## src/rtl/rgb_fade_sequencer.sv

```systemverilog
// rgb_fade_sequencer
// Colour source for the 3-channel RGB PWM stage. Walks a fixed 8-entry
// palette, fading each channel one LSB per tick toward the next colour,
// holding each colour for HOLD_STEPS ticks before moving on. All outputs
// are registered; duty_valid flags the cycle in which new duty values
// first appear.

module rgb_fade_sequencer #(
    parameter int unsigned STEP_DIV   = 50000,  // clk cycles per tick, >= 2
    parameter int unsigned HOLD_STEPS = 256     // ticks per colour hold, >= 1
) (
    input  logic       clk,
    input  logic       reset_n,
    input  logic       enable,
    input  logic       skip,
    output logic [7:0] duty_r,
    output logic [7:0] duty_g,
    output logic [7:0] duty_b,
    output logic       duty_valid,
    output logic [2:0] palette_idx,
    output logic [1:0] state
);

    // ------------------------------------------------------------------
    // Local parameters and types
    // ------------------------------------------------------------------
    localparam int unsigned CNT_W  = (STEP_DIV > 32'd1) ? $clog2(STEP_DIV) : 1;
    localparam int unsigned HOLD_W = $clog2(HOLD_STEPS + 32'd1);

    localparam logic [CNT_W-1:0]  CNT_LAST  = CNT_W'(STEP_DIV - 32'd1);
    localparam logic [HOLD_W-1:0] HOLD_LAST = HOLD_W'(HOLD_STEPS - 32'd1);

    typedef enum logic [1:0] {
        ST_IDLE = 2'b00,
        ST_FADE = 2'b01,
        ST_HOLD = 2'b10
    } state_t;

    // ------------------------------------------------------------------
    // Helper functions
    // ------------------------------------------------------------------

    // Fixed colour palette, packed as {R, G, B}.
    function automatic logic [23:0] palette_rgb(input logic [2:0] idx);
        logic [23:0] rgb;
        case (idx)
            3'd0:    rgb = 24'hFF0000;
            3'd1:    rgb = 24'hFFFF00;
            3'd2:    rgb = 24'h00FF00;
            3'd3:    rgb = 24'h00FFFF;
            3'd4:    rgb = 24'h0000FF;
            3'd5:    rgb = 24'hFF00FF;
            3'd6:    rgb = 24'hFFFFFF;
            3'd7:    rgb = 24'h000000;
            default: rgb = 24'h000000;
        endcase
        return rgb;
    endfunction

    // Move one channel one LSB toward its target; never wraps because
    // the step is only taken when the target lies strictly beyond cur.
    function automatic logic [7:0] step_toward(input logic [7:0] cur,
                                               input logic [7:0] tgt);
        logic [7:0] nxt;
        if (cur < tgt) begin
            nxt = cur + 8'd1;
        end else if (cur > tgt) begin
            nxt = cur - 8'd1;
        end else begin
            nxt = cur;
        end
        return nxt;
    endfunction

    // ------------------------------------------------------------------
    // State and datapath registers
    // ------------------------------------------------------------------
    state_t            state_q, state_d;
    logic [CNT_W-1:0]  cnt_q, cnt_d;
    logic [HOLD_W-1:0] hold_q, hold_d;
    logic [2:0]        idx_q, idx_d;
    logic [7:0]        duty_r_q, duty_r_d;
    logic [7:0]        duty_g_q, duty_g_d;
    logic [7:0]        duty_b_q, duty_b_d;
    logic              valid_q, valid_d;

    // ------------------------------------------------------------------
    // Decoded control signals
    // ------------------------------------------------------------------
    logic        run_s;        // sequencer active this cycle
    logic        skip_s;       // skip request that will be honoured
    logic        tick_s;       // prescaler terminal count
    logic        hold_done_s;  // last hold tick of the current colour
    logic        at_tgt_s;     // all channels equal the target colour
    logic [23:0] tgt_s;
    logic [7:0]  tgt_r_s, tgt_g_s, tgt_b_s;

    // Decode target colour, tick and qualified requests.
    always_comb begin
        tgt_s       = palette_rgb(idx_q);
        tgt_r_s     = tgt_s[23:16];
        tgt_g_s     = tgt_s[15:8];
        tgt_b_s     = tgt_s[7:0];
        run_s       = enable && (state_q != ST_IDLE);
        skip_s      = run_s && skip;
        tick_s      = (state_q != ST_IDLE) && (cnt_q == CNT_LAST);
        hold_done_s = (hold_q == HOLD_LAST);
        at_tgt_s    = (duty_r_q == tgt_r_s) &&
                      (duty_g_q == tgt_g_s) &&
                      (duty_b_q == tgt_b_s);
    end

    // FSM state register.
    always_ff @(posedge clk or negedge reset_n) begin
        if (!reset_n) begin
            state_q <= ST_IDLE;
        end else begin
            state_q <= state_d;
        end
    end

    // FSM next-state logic; enable=0 wins over skip, skip over tick.
    always_comb begin
        state_d = state_q;
        case (state_q)
            ST_IDLE: begin
                if (enable) begin
                    state_d = ST_FADE;
                end else begin
                    state_d = ST_IDLE;
                end
            end
            ST_FADE: begin
                if (!enable) begin
                    state_d = ST_IDLE;
                end else if (skip_s) begin
                    state_d = ST_FADE;
                end else if (tick_s && at_tgt_s) begin
                    state_d = ST_HOLD;
                end else begin
                    state_d = ST_FADE;
                end
            end
            ST_HOLD: begin
                if (!enable) begin
                    state_d = ST_IDLE;
                end else if (skip_s) begin
                    state_d = ST_FADE;
                end else if (tick_s && hold_done_s) begin
                    state_d = ST_FADE;
                end else begin
                    state_d = ST_HOLD;
                end
            end
            default: begin
                state_d = ST_IDLE;
            end
        endcase
    end

    // FSM output / datapath logic: prescaler, hold counter, palette index, duties.
    always_comb begin
        cnt_d    = cnt_q;
        hold_d   = hold_q;
        idx_d    = idx_q;
        duty_r_d = duty_r_q;
        duty_g_d = duty_g_q;
        duty_b_d = duty_b_q;
        valid_d  = 1'b0;

        if (!run_s) begin
            // IDLE or leaving to IDLE: prescaler parked, duties frozen.
            cnt_d = '0;
        end else if (skip_s) begin
            // Abandon the current colour; the fade restarts from where
            // the duties are now, on a fresh prescaler period.
            cnt_d  = '0;
            hold_d = '0;
            idx_d  = idx_q + 3'd1;
        end else begin
            if (tick_s) begin
                cnt_d = '0;
            end else begin
                cnt_d = cnt_q + {{(CNT_W-1){1'b0}}, 1'b1};
            end

            case (state_q)
                ST_FADE: begin
                    if (tick_s && at_tgt_s) begin
                        // Detection tick: no duty change, start the hold.
                        hold_d = '0;
                    end else if (tick_s) begin
                        duty_r_d = step_toward(duty_r_q, tgt_r_s);
                        duty_g_d = step_toward(duty_g_q, tgt_g_s);
                        duty_b_d = step_toward(duty_b_q, tgt_b_s);
                        valid_d  = 1'b1;
                    end else begin
                        hold_d = hold_q;
                    end
                end
                ST_HOLD: begin
                    if (tick_s && hold_done_s) begin
                        idx_d  = idx_q + 3'd1;
                        hold_d = '0;
                    end else if (tick_s) begin
                        hold_d = hold_q + {{(HOLD_W-1){1'b0}}, 1'b1};
                    end else begin
                        hold_d = hold_q;
                    end
                end
                default: begin
                    hold_d = hold_q;
                end
            endcase
        end
    end

    // Datapath registers; every output comes straight from a flop.
    always_ff @(posedge clk or negedge reset_n) begin
        if (!reset_n) begin
            cnt_q    <= '0;
            hold_q   <= '0;
            idx_q    <= 3'd0;
            duty_r_q <= 8'd0;
            duty_g_q <= 8'd0;
            duty_b_q <= 8'd0;
            valid_q  <= 1'b0;
        end else begin
            cnt_q    <= cnt_d;
            hold_q   <= hold_d;
            idx_q    <= idx_d;
            duty_r_q <= duty_r_d;
            duty_g_q <= duty_g_d;
            duty_b_q <= duty_b_d;
            valid_q  <= valid_d;
        end
    end

    // ------------------------------------------------------------------
    // Output connections
    // ------------------------------------------------------------------
    assign duty_r      = duty_r_q;
    assign duty_g      = duty_g_q;
    assign duty_b      = duty_b_q;
    assign duty_valid  = valid_q;
    assign palette_idx = idx_q;
    assign state       = state_q;

endmodule
```

## config.mk

```make
export PLATFORM = sky130hd
export DESIGN_NAME = rgb_fade_sequencer
export DESIGN_NICKNAME = d
export VERILOG_FILES = /design/src/rtl/rgb_fade_sequencer.sv
export SDC_FILE = /design/constraint.sdc
export NUM_CORES = 1
export LEC_CHECK = 0
export ABC_AREA = 1
export CAP_MARGIN = 15
export CORE_UTILIZATION = 30
export CTS_CLUSTER_DIAMETER = 60
export DETAILED_ROUTE_END_ITERATION = 12
export HOLD_SLACK_MARGIN = 0.08
export MAX_ROUTING_LAYER = met4
export PLACE_DENSITY = 0.5
export SLEW_MARGIN = 0
export SYNTH_ARGS = -nofsm -noshare
export SYNTH_HDL_FRONTEND = slang
export SYNTH_SLANG_ARGS = --single-unit
export TNS_END_PERCENT = 1
```

## constraint.sdc

```tcl
create_clock -name clk -period 3.65 [get_ports clk]
set_clock_uncertainty 0.05 [all_clocks]
set_input_delay 0.9125 -clock clk [delete_from_list [all_inputs] [get_ports clk]]
set_output_delay 0.9125 -clock clk [all_outputs]
set_load 0.01 [all_outputs]
```

==> results.md, run 1 <==
- Status: finished clean
- Synth Area in Simple Gates: 0.3226
- Largest net degree at the start of global routing: 34
- CP delay by family, top: simple AND/OR/NAND/NOR gates
- Routability cong.: 0.8246
- Fmax: 0.3060 GHz
- First-pass GRT wire length: 16750 um
- Leak: 2.292 nW
- Ys async rst share: 1.000
- Vias per cell: 4.735
- PostCTS Resize Cnt: 0
- Die span in x: 118.4 um
- Worst slew pin tran: 787.7 ps
- Reg clk slew, reported paths: 80 ps
- Hold buffer count at cts: 0
- DR WL/cell: 12.18 um
- Slew Viols, Final: 0
- Final instance area: 4780 um^2
- Power per cell area: 519.3 nW/um^2
- RSZ-0062 raised after global routing: no
- Pint: 1.439 mW
- Seq/Total Area, Yosys: 0.3389
- Crit end category: flip-flop
- Number of port buffers: 33
- Via count: 3646
- Req. time, crit path: 3790 ps
- Initial Util: 0.3067
- Critical Path Max Stage Delay: 430 ps
- CTS root buf: clkbuf_16
- Post-CTS Repair Setup Buffers: 0
- Tmin final: 3268 ps
- DP Area: 4611 um^2
- Sw frac: 0.4204
- CP max FO: 9
- CTS Sinks: 55
- CP Launch Type: flip-flop
- YS warnings: 0
- Post-synth EDFFs: 0
- FF+latch count, synth: 55
- Pre-antenna DRT Iters: 6
- Clk pwr share: 0.223
- Commonest non-fill, non-tap cell in the layout: nand2_1
- GRT Util Overall: 0.1531
- # setup viols final: 0
- Max-cap violations: 0
- Most frequent cells in the layout: nand2_1, inv_1, dfrtp_1
- Worst path slowest cell: dfrtp_1
- Iter 0 DRT Violations: 116
- Initial antenna violation count: 0
- Vert. Die Dim: 118.4 um
- N_diodes: 0
- Setup TNS: 0 ps
- Main synth FF type: dfrtp_1
- Grt total ovfl: 0
- Layout cells sized above 1: 0.07239
- Area grow syn2layout: 17.68%
- Post-synthesis compound-gate area fraction: 0.1017
- Gate power share: 0.521
- Utilization after layout: 0.3609
- Synthesized Nets: 588
- Post-synth top area cell: dfrtp_1
- WL final: 9378 um
- Top cell type's share of synthesized area: 0.3389
- Xor/xnor share of the synthesized area: 0.06470
- Worst slew margin: 0.4748
- Synth cell types: 36
- Core area: 13240 um^2
- Multiplexer share of the synthesized area: 0
- Crit-path cells: ha_1 -> nand2_1 -> nand2_4 -> inv_2 -> ha_1 -> nand3_1 -> nor2_1 -> nand2_1 -> nand2_4 -> ha_1 -> a21oi_1 -> nand2_1 -> a21oi_1 -> nor2_1 -> nor2_1 -> xor2_1 -> o21ai_2 -> inv_1
- Avg Cell Area, Syn: 7.344 um^2
- Buf+Inv Stages, Crit Path: 2
- Clk Latency, worst-skew pair: 310 ps
- Setup CP Type: flip-flop to flip-flop
- Top post-synthesis cells by area: dfrtp_1, nand2_1, ha_1
- Max clock buf depth: 2
- IO Pins: 34
- NetSw: 1.043 mW
- Adder-cell share of the synthesized area: 0.1010
- Hold crit path type: flip-flop to flip-flop
- CTS tree: built
- Largest family of logic cells by synthesized area: simple AND/OR/NAND/NOR gates
- Syn Inst Count: 553
- Fin crit share: 0.8953
- Antenna-violating nets left: 0
- Mapped Area: 4061 um^2
- Die Footprint: 14010 um^2
- DRC viols: 0
- H-tree Lvls: 2
- DPL Wire Length: 7231 um
- Sequential power share: 0.257
- Final number of hold-violating endpoints: 0
- Num CTS Buffers: 5
- Worst EP arrival: 3410 ps
- Peak VDD IR: 227.7 uV
- Rows: 42
- Vias in the first global route: 3588
- Post-layout net count: 629
-- per-layer routing --
metal | share of wire | wire [um] | vias up | global-route usage
li1 | - | - | 1881 | -
met1 | 0.49 | 4623 | 1679 | 0.1952
met2 | 0.45 | 4187 | 74 | 0.2360
met3 | 0.040 | 379 | 12 | 0.02896
met4 | 0.020 | 188 | 0 | 0.06731
met5 | 0 | 0 | - | -
-- kinds of logic after synthesis --
logic type      count (synthesis)
simple gates                  293
buf+inv                        74
compound gates                 70
flops                          55
fa+ha+maj                      31
xor+xnor                       30
-- final timing paths --
path	cells after the start	to	slack, ps	startpoint
worst min register to register	1	cnt_q[0]$_DFF_PN0_	410	cnt_q[0]$_DFF_PN0_
min in group asynchronous	1	duty_g[6]$_DFFE_PN0P_	630	reset_n
worst min-delay path	1	cnt_q[0]$_DFF_PN0_	410	cnt_q[0]$_DFF_PN0_
worst max register to register	18	duty_r[6]$_DFFE_PN0P_	380	palette_idx[1]$_DFFE_PN0P_
max in group asynchronous	2	duty_r[5]$_DFFE_PN0P_	2200	reset_n
worst max-delay path	18	duty_r[6]$_DFFE_PN0P_	380	palette_idx[1]$_DFFE_PN0P_
-- power by group through the flow --
stage	Sequential, mW	Clock (mW)	Combinational [mW]
2_1_floorplan	0.657	0	1.01
3_3_place_gp	0.648	0	1.24
3_5_place_dp	0.650	0	1.27
4_1_cts	0.637	0.577	1.28
5_1_grt	0.639	0.599	1.50
6_report	0.637	0.552	1.29
-- Yosys cell counts (4+ instances only) --
| library cell | count |
|---|---|
| a31oi_1 | 4 |
| nand2_1 | 141 |
| nand2_4 | 5 |
| nor2_1 | 54 |
| o21ai_0 | 18 |
| xor2_1 | 17 |
| ha_1 | 28 |
| nand3_1 | 53 |
| nor3_1 | 11 |
| nor2_2 | 5 |
| inv_1 | 68 |
| nand2_2 | 5 |
| o21ai_2 | 6 |
| dfrtp_1 | 55 |
| a21oi_1 | 28 |
| xnor2_1 | 13 |
| nand4_1 | 7 |
-- final cells by class --
| type | count | area (um^2) |
|---|---|---|
| Multi-Input combinational cell | 424 | 2406 |
| Clock inverter | 1 | 30.03 |
| Clock buffer | 6 | 128.9 |
| Fill cell | 1394 | 8463 |
| Inverter | 72 | 270.3 |
| Timing Repair Buffer | 36 | 347.8 |
| Sequential cell | 55 | 1376 |
| Tap cell | 176 | 220.2 |
-- state kept, by name, indices dropped and copies added, names as in the netlist --
register     flops
cnt_q           16
duty_b           8
duty_g           8
duty_r           8
duty_valid       1
hold_q           9
palette_idx      3
state            2
-- worst reg2reg max path, cell delays in order, from the launching register on --
cell	delay (ps)
dfrtp_1	430
ha_1	310
nand2_1	170
nand2_4	160
inv_2	50
ha_1	320
nand3_1	80
nor2_1	170
nand2_1	140
nand2_4	140
ha_1	300
a21oi_1	160
nand2_1	90
a21oi_1	130
nor2_1	50
nor2_1	120
xor2_1	100
o21ai_2	130
inv_1	50
-- stage by stage --
stage | power (mW) | worst slack, ps | instances | hold WS, ps
after floorplan | 1.666 | 549.7 | 553 | 382.9
after global placement | 1.892 | 423.6 | 763 | 396.9
after detailed placement | 1.924 | 292.8 | 763 | 401.0
after CTS | 2.495 | 274.0 | 770 | 411.1
after global routing | 2.741 | 27.97 | 770 | 457.6
final | 2.482 | 382.1 | 770 | 408.3
Power figures use the tool's default switching activity.
==> run 2: changes to the inputs <==
Settings changed: SLEW_MARGIN 0 to 20.
==> results of run 2 <==
Final layout, timing and power as in run 1 (identical DEF).
==> run 3: changes to the inputs <==
Settings changed: CORE_ASPECT_RATIO set to 0.5, REMOVE_ABC_BUFFERS set to 1.
==> run 3 against run 2 <==
  * The flow now finishes with violations (design-rule violations)
  * Non-clock buffer count rose by 2
  * Worst setup slack improved by 45 ps
  * Worst hold slack improved by 6.5 ps
  * Cell area up 0.26%
  * Register-to-register slack better by 40 ps
  * Highest routed layer unchanged
==> results.md, run 3 (synthesized netlist as in run 1, its figures left out) <==
- Status: finished with violations (was finished clean)
- Failing checks: design-rule violations
- Hold crit path type: flip-flop to flip-flop (unchanged)
- NetSw: 1.065 mW (was 1.043 mW)
- CTS Sinks: 55 (unchanged)
- Fin crit share: 0.8831 (was 0.8953)
- WL final: 9447 um (was 9378 um)
- Vert. Die Dim: 84.28 um (was 118.4 um)
- N_diodes: 0 (unchanged)
- Critical Path Max Stage Delay: 430 ps (about the same)
- First-pass GRT wire length: 16730 um (was 16750 um)
- Reg2reg setup slack: 430 ps (was 380 ps)
- Tmin final: 3223 ps (was 3268 ps)
- Hold_ws: 414.8 ps (was 408.3 ps)
- Worst r2r src: palette_idx[1]$_DFFE_PN0P_ (unchanged)
- Slew Viols, Final: 0 (unchanged)
- Final Power: 2.468 mW (was 2.482 mW)
- Area grow syn2layout: 17.99% (was 17.68%)
- DR WL/cell: 12.30 um (was 12.18 um)
- Commonest non-fill, non-tap cell in the layout: nand2_1 (unchanged)
- Worst slew pin tran: 656.1 ps (was 787.7 ps)
- Pre-antenna DRT Iters: 8 (was 6)
- Num CTS Buffers: 5 (unchanged)
- Max-cap violations: 0 (unchanged)
- Leak: 2.300 nW (was 2.292 nW)
- CTS root buf: clkbuf_16 (unchanged)
- Largest regs: cnt_q x16, hold_q x9 (unchanged)
- Hold Path End: cnt_q[0]$_DFF_PN0_ (unchanged)
- Hold path cells: 1 (unchanged)
- Number of port buffers: 33 (unchanged)
- CP delay by family, top: simple AND/OR/NAND/NOR gates (unchanged)
- Sequential power share: 0.258 (was 0.257)
- Max reg flops: 16 (unchanged)
- IO Pins: 34 (unchanged)
- R2r endpoint: duty_r[5]$_DFFE_PN0P_ (was duty_r[6]$_DFFE_PN0P_)
- Die Footprint: 14040 um^2 (was 14010 um^2)
- Reg2Reg Depth: 17 (was 18)
- Gate power share: 0.536 (was 0.521)
- DPL Wire Length: 7222 um (was 7231 um)
- Clk pwr share: 0.206 (was 0.223)
- Initial antenna violation count: 0 (unchanged)
- CP Launch Type: flip-flop (unchanged)
- Final number of hold-violating endpoints: 0 (unchanged)
- Setup TNS: 0 ps (unchanged)
- Worst slew margin: 0.5626 (was 0.4748)
- Die span in x: 166.5 um (was 118.4 um)
- Buf+Inv Stages, Crit Path: 1 (was 2)
- Setup CP Type: flip-flop to flip-flop (unchanged)
- Routability cong.: 0.7704 (was 0.8246)
- Layout cells sized above 1: 0.08027 (was 0.07239)
- Fillers: 1347 (was 1394)
- Fmax: 0.3102 GHz (was 0.3060 GHz)
- Crit-path cells: ha_1 -> nand2_1 -> nand2_4 -> inv_2 -> ha_1 -> nand3_1 -> nor2_1 -> nand2_1 -> nand2_2 -> ha_1 -> a21oi_1 -> nand2_1 -> a21oi_1 -> nor2_1 -> nor2_1 -> xor2_1 -> o21ai_2 (was ha_1 -> nand2_1 -> nand2_4 -> inv_2 -> ha_1 -> nand3_1 -> nor2_1 -> nand2_1 -> nand2_4 -> ha_1 -> a21oi_1 -> nand2_1 -> a21oi_1 -> nor2_1 -> nor2_1 -> xor2_1 -> o21ai_2 -> inv_1)
- Max clock buf depth: 2 (unchanged)
- Post-layout net count: 632 (was 629)
- Reg with most FFs: cnt_q (unchanged)
- Req. time, crit path: 3790 ps (about the same)
- Iter 0 DRT Violations: 148 (was 116)
- # setup viols final: 0 (unchanged)
- Initial Util: 0.3144 (was 0.3067)
- Clk Latency, worst-skew pair: 300 ps (was 310 ps)
- Worst path slowest cell: dfrtp_1 (unchanged)
- Peak VDD IR: 181.4 uV (was 227.7 uV)
- Most frequent cells in the layout: nand2_1, inv_1, dfrtp_1 (unchanged)
- H-tree Lvls: 2 (unchanged)
- Power per cell area: 515.0 nW/um^2 (was 519.3 nW/um^2)
- Crit end category: flip-flop (unchanged)
- Hold path startpoint: cnt_q[0]$_DFF_PN0_ (unchanged)
- RSZ-0062 raised after global routing: no (unchanged)
- Vias per cell: 4.629 (was 4.735)
- Antenna-violating nets left: 0 (unchanged)
- Grt total ovfl: 0 (unchanged)
- CP max FO: 6 (was 9)
- Hold buffer count at cts: 0 (unchanged)
- Sw frac: 0.4316 (was 0.4204)
- Rows: 29 (was 42)
- Critical path depth: 17 (was 18)
- GRT Util Overall: 0.1496 (was 0.1531)
- Dpl ws: 256.0 ps (was 292.8 ps)
- Vias in the first global route: 3448 (was 3588)
- Via count: 3555 (was 3646)
- Core area: 12920 um^2 (was 13240 um^2)
- Worst EP arrival: 3360 ps (was 3410 ps)
- Pint: 1.403 mW (was 1.439 mW)
- Largest net degree at the start of global routing: 30 (was 34)
- Reg clk slew, reported paths: 80 ps (about the same)
- Final WS setup: 426.7 ps (was 382.1 ps)
- DRC viols: 1 (was 0)
- CTS tree: built (unchanged)
==> run 3: changes by cell type in the layout (fill, tap and decap cells not counted), sizes merged <==
cell | previous run | this run
bufinv | 1 | 0
nand2 | 151 | 152
buf | 4 | 6
clkinv | 1 | 3
clkbuf | 6 | 5
clkinvlp | 0 | 1
==> run 3: per-stage QoR <==
stage,cell area (um^2),std cells,utilization
floorplan,4043,551,-
global placement,4608,756,0.3567
detailed placement,4608,756,0.3567
CTS,4758,764,0.3684
global route,4792,768,0.3710
finish,4792,768,0.3710
==> run 3: area by class of cell <==
cell class              instances  area, um^2  area share
multi-input cells             425        2407      0.5023
flip-flops and latches         55        1376      0.2872
repair buffers                 38       375.4     0.07833
inverters                      72       270.3     0.05640
well taps                     170       212.7     0.04439
clock buffers                   5       125.1     0.02611
clock inverters                 3       25.02    0.005222
==> run 3: metal layers <==
metal / routed length, um / GRT usage / part of all wire / vias to the layer above
li1: - / - / - / 1887
met1: 5269 / 0.2146 / 0.56 / 1613
met2: 3795 / 0.2177 / 0.40 / 47
met3: 302 / 0.02593 / 0.032 / 8
met4: 79 / 0.03283 / 0.0084 / 0
met5: 0 / - / 0 / -
==> run 3: how the worst max path moves through the flow <==
stage          slack [ps]                    end                  startpoint
6_report              430  duty_r[5]$_DFFE_PN0P_  palette_idx[1]$_DFFE_PN0P_
5_1_grt                50  duty_r[6]$_DFFE_PN0P_  palette_idx[1]$_DFFE_PN0P_
3_5_place_dp          260  duty_r[5]$_DFFE_PN0P_  palette_idx[1]$_DFFE_PN0P_
4_1_cts               250  duty_r[5]$_DFFE_PN0P_  palette_idx[1]$_DFFE_PN0P_
2_1_floorplan         550  duty_r[5]$_DFFE_PN0P_  palette_idx[0]$_DFFE_PN0P_
3_3_place_gp          410  duty_r[6]$_DFFE_PN0P_  palette_idx[1]$_DFFE_PN0P_
==> run 3: what timing repair did <==
item                                    CTS  global route
endpoints found under the setup margin    0             4
gates resized for setup                   0             3
setup buffers                             0             3
==> run 3: power by group through the flow <==
stage / Combinational [mW] / Sequential (mW) / Clock (mW)
after floorplan: 1.01 / 0.657 / 0
after global placement: 1.26 / 0.648 / 0
after detailed placement: 1.27 / 0.649 / 0
after CTS: 1.28 / 0.637 / 0.532
after global routing: 1.54 / 0.642 / 0.551
final: 1.32 / 0.637 / 0.507
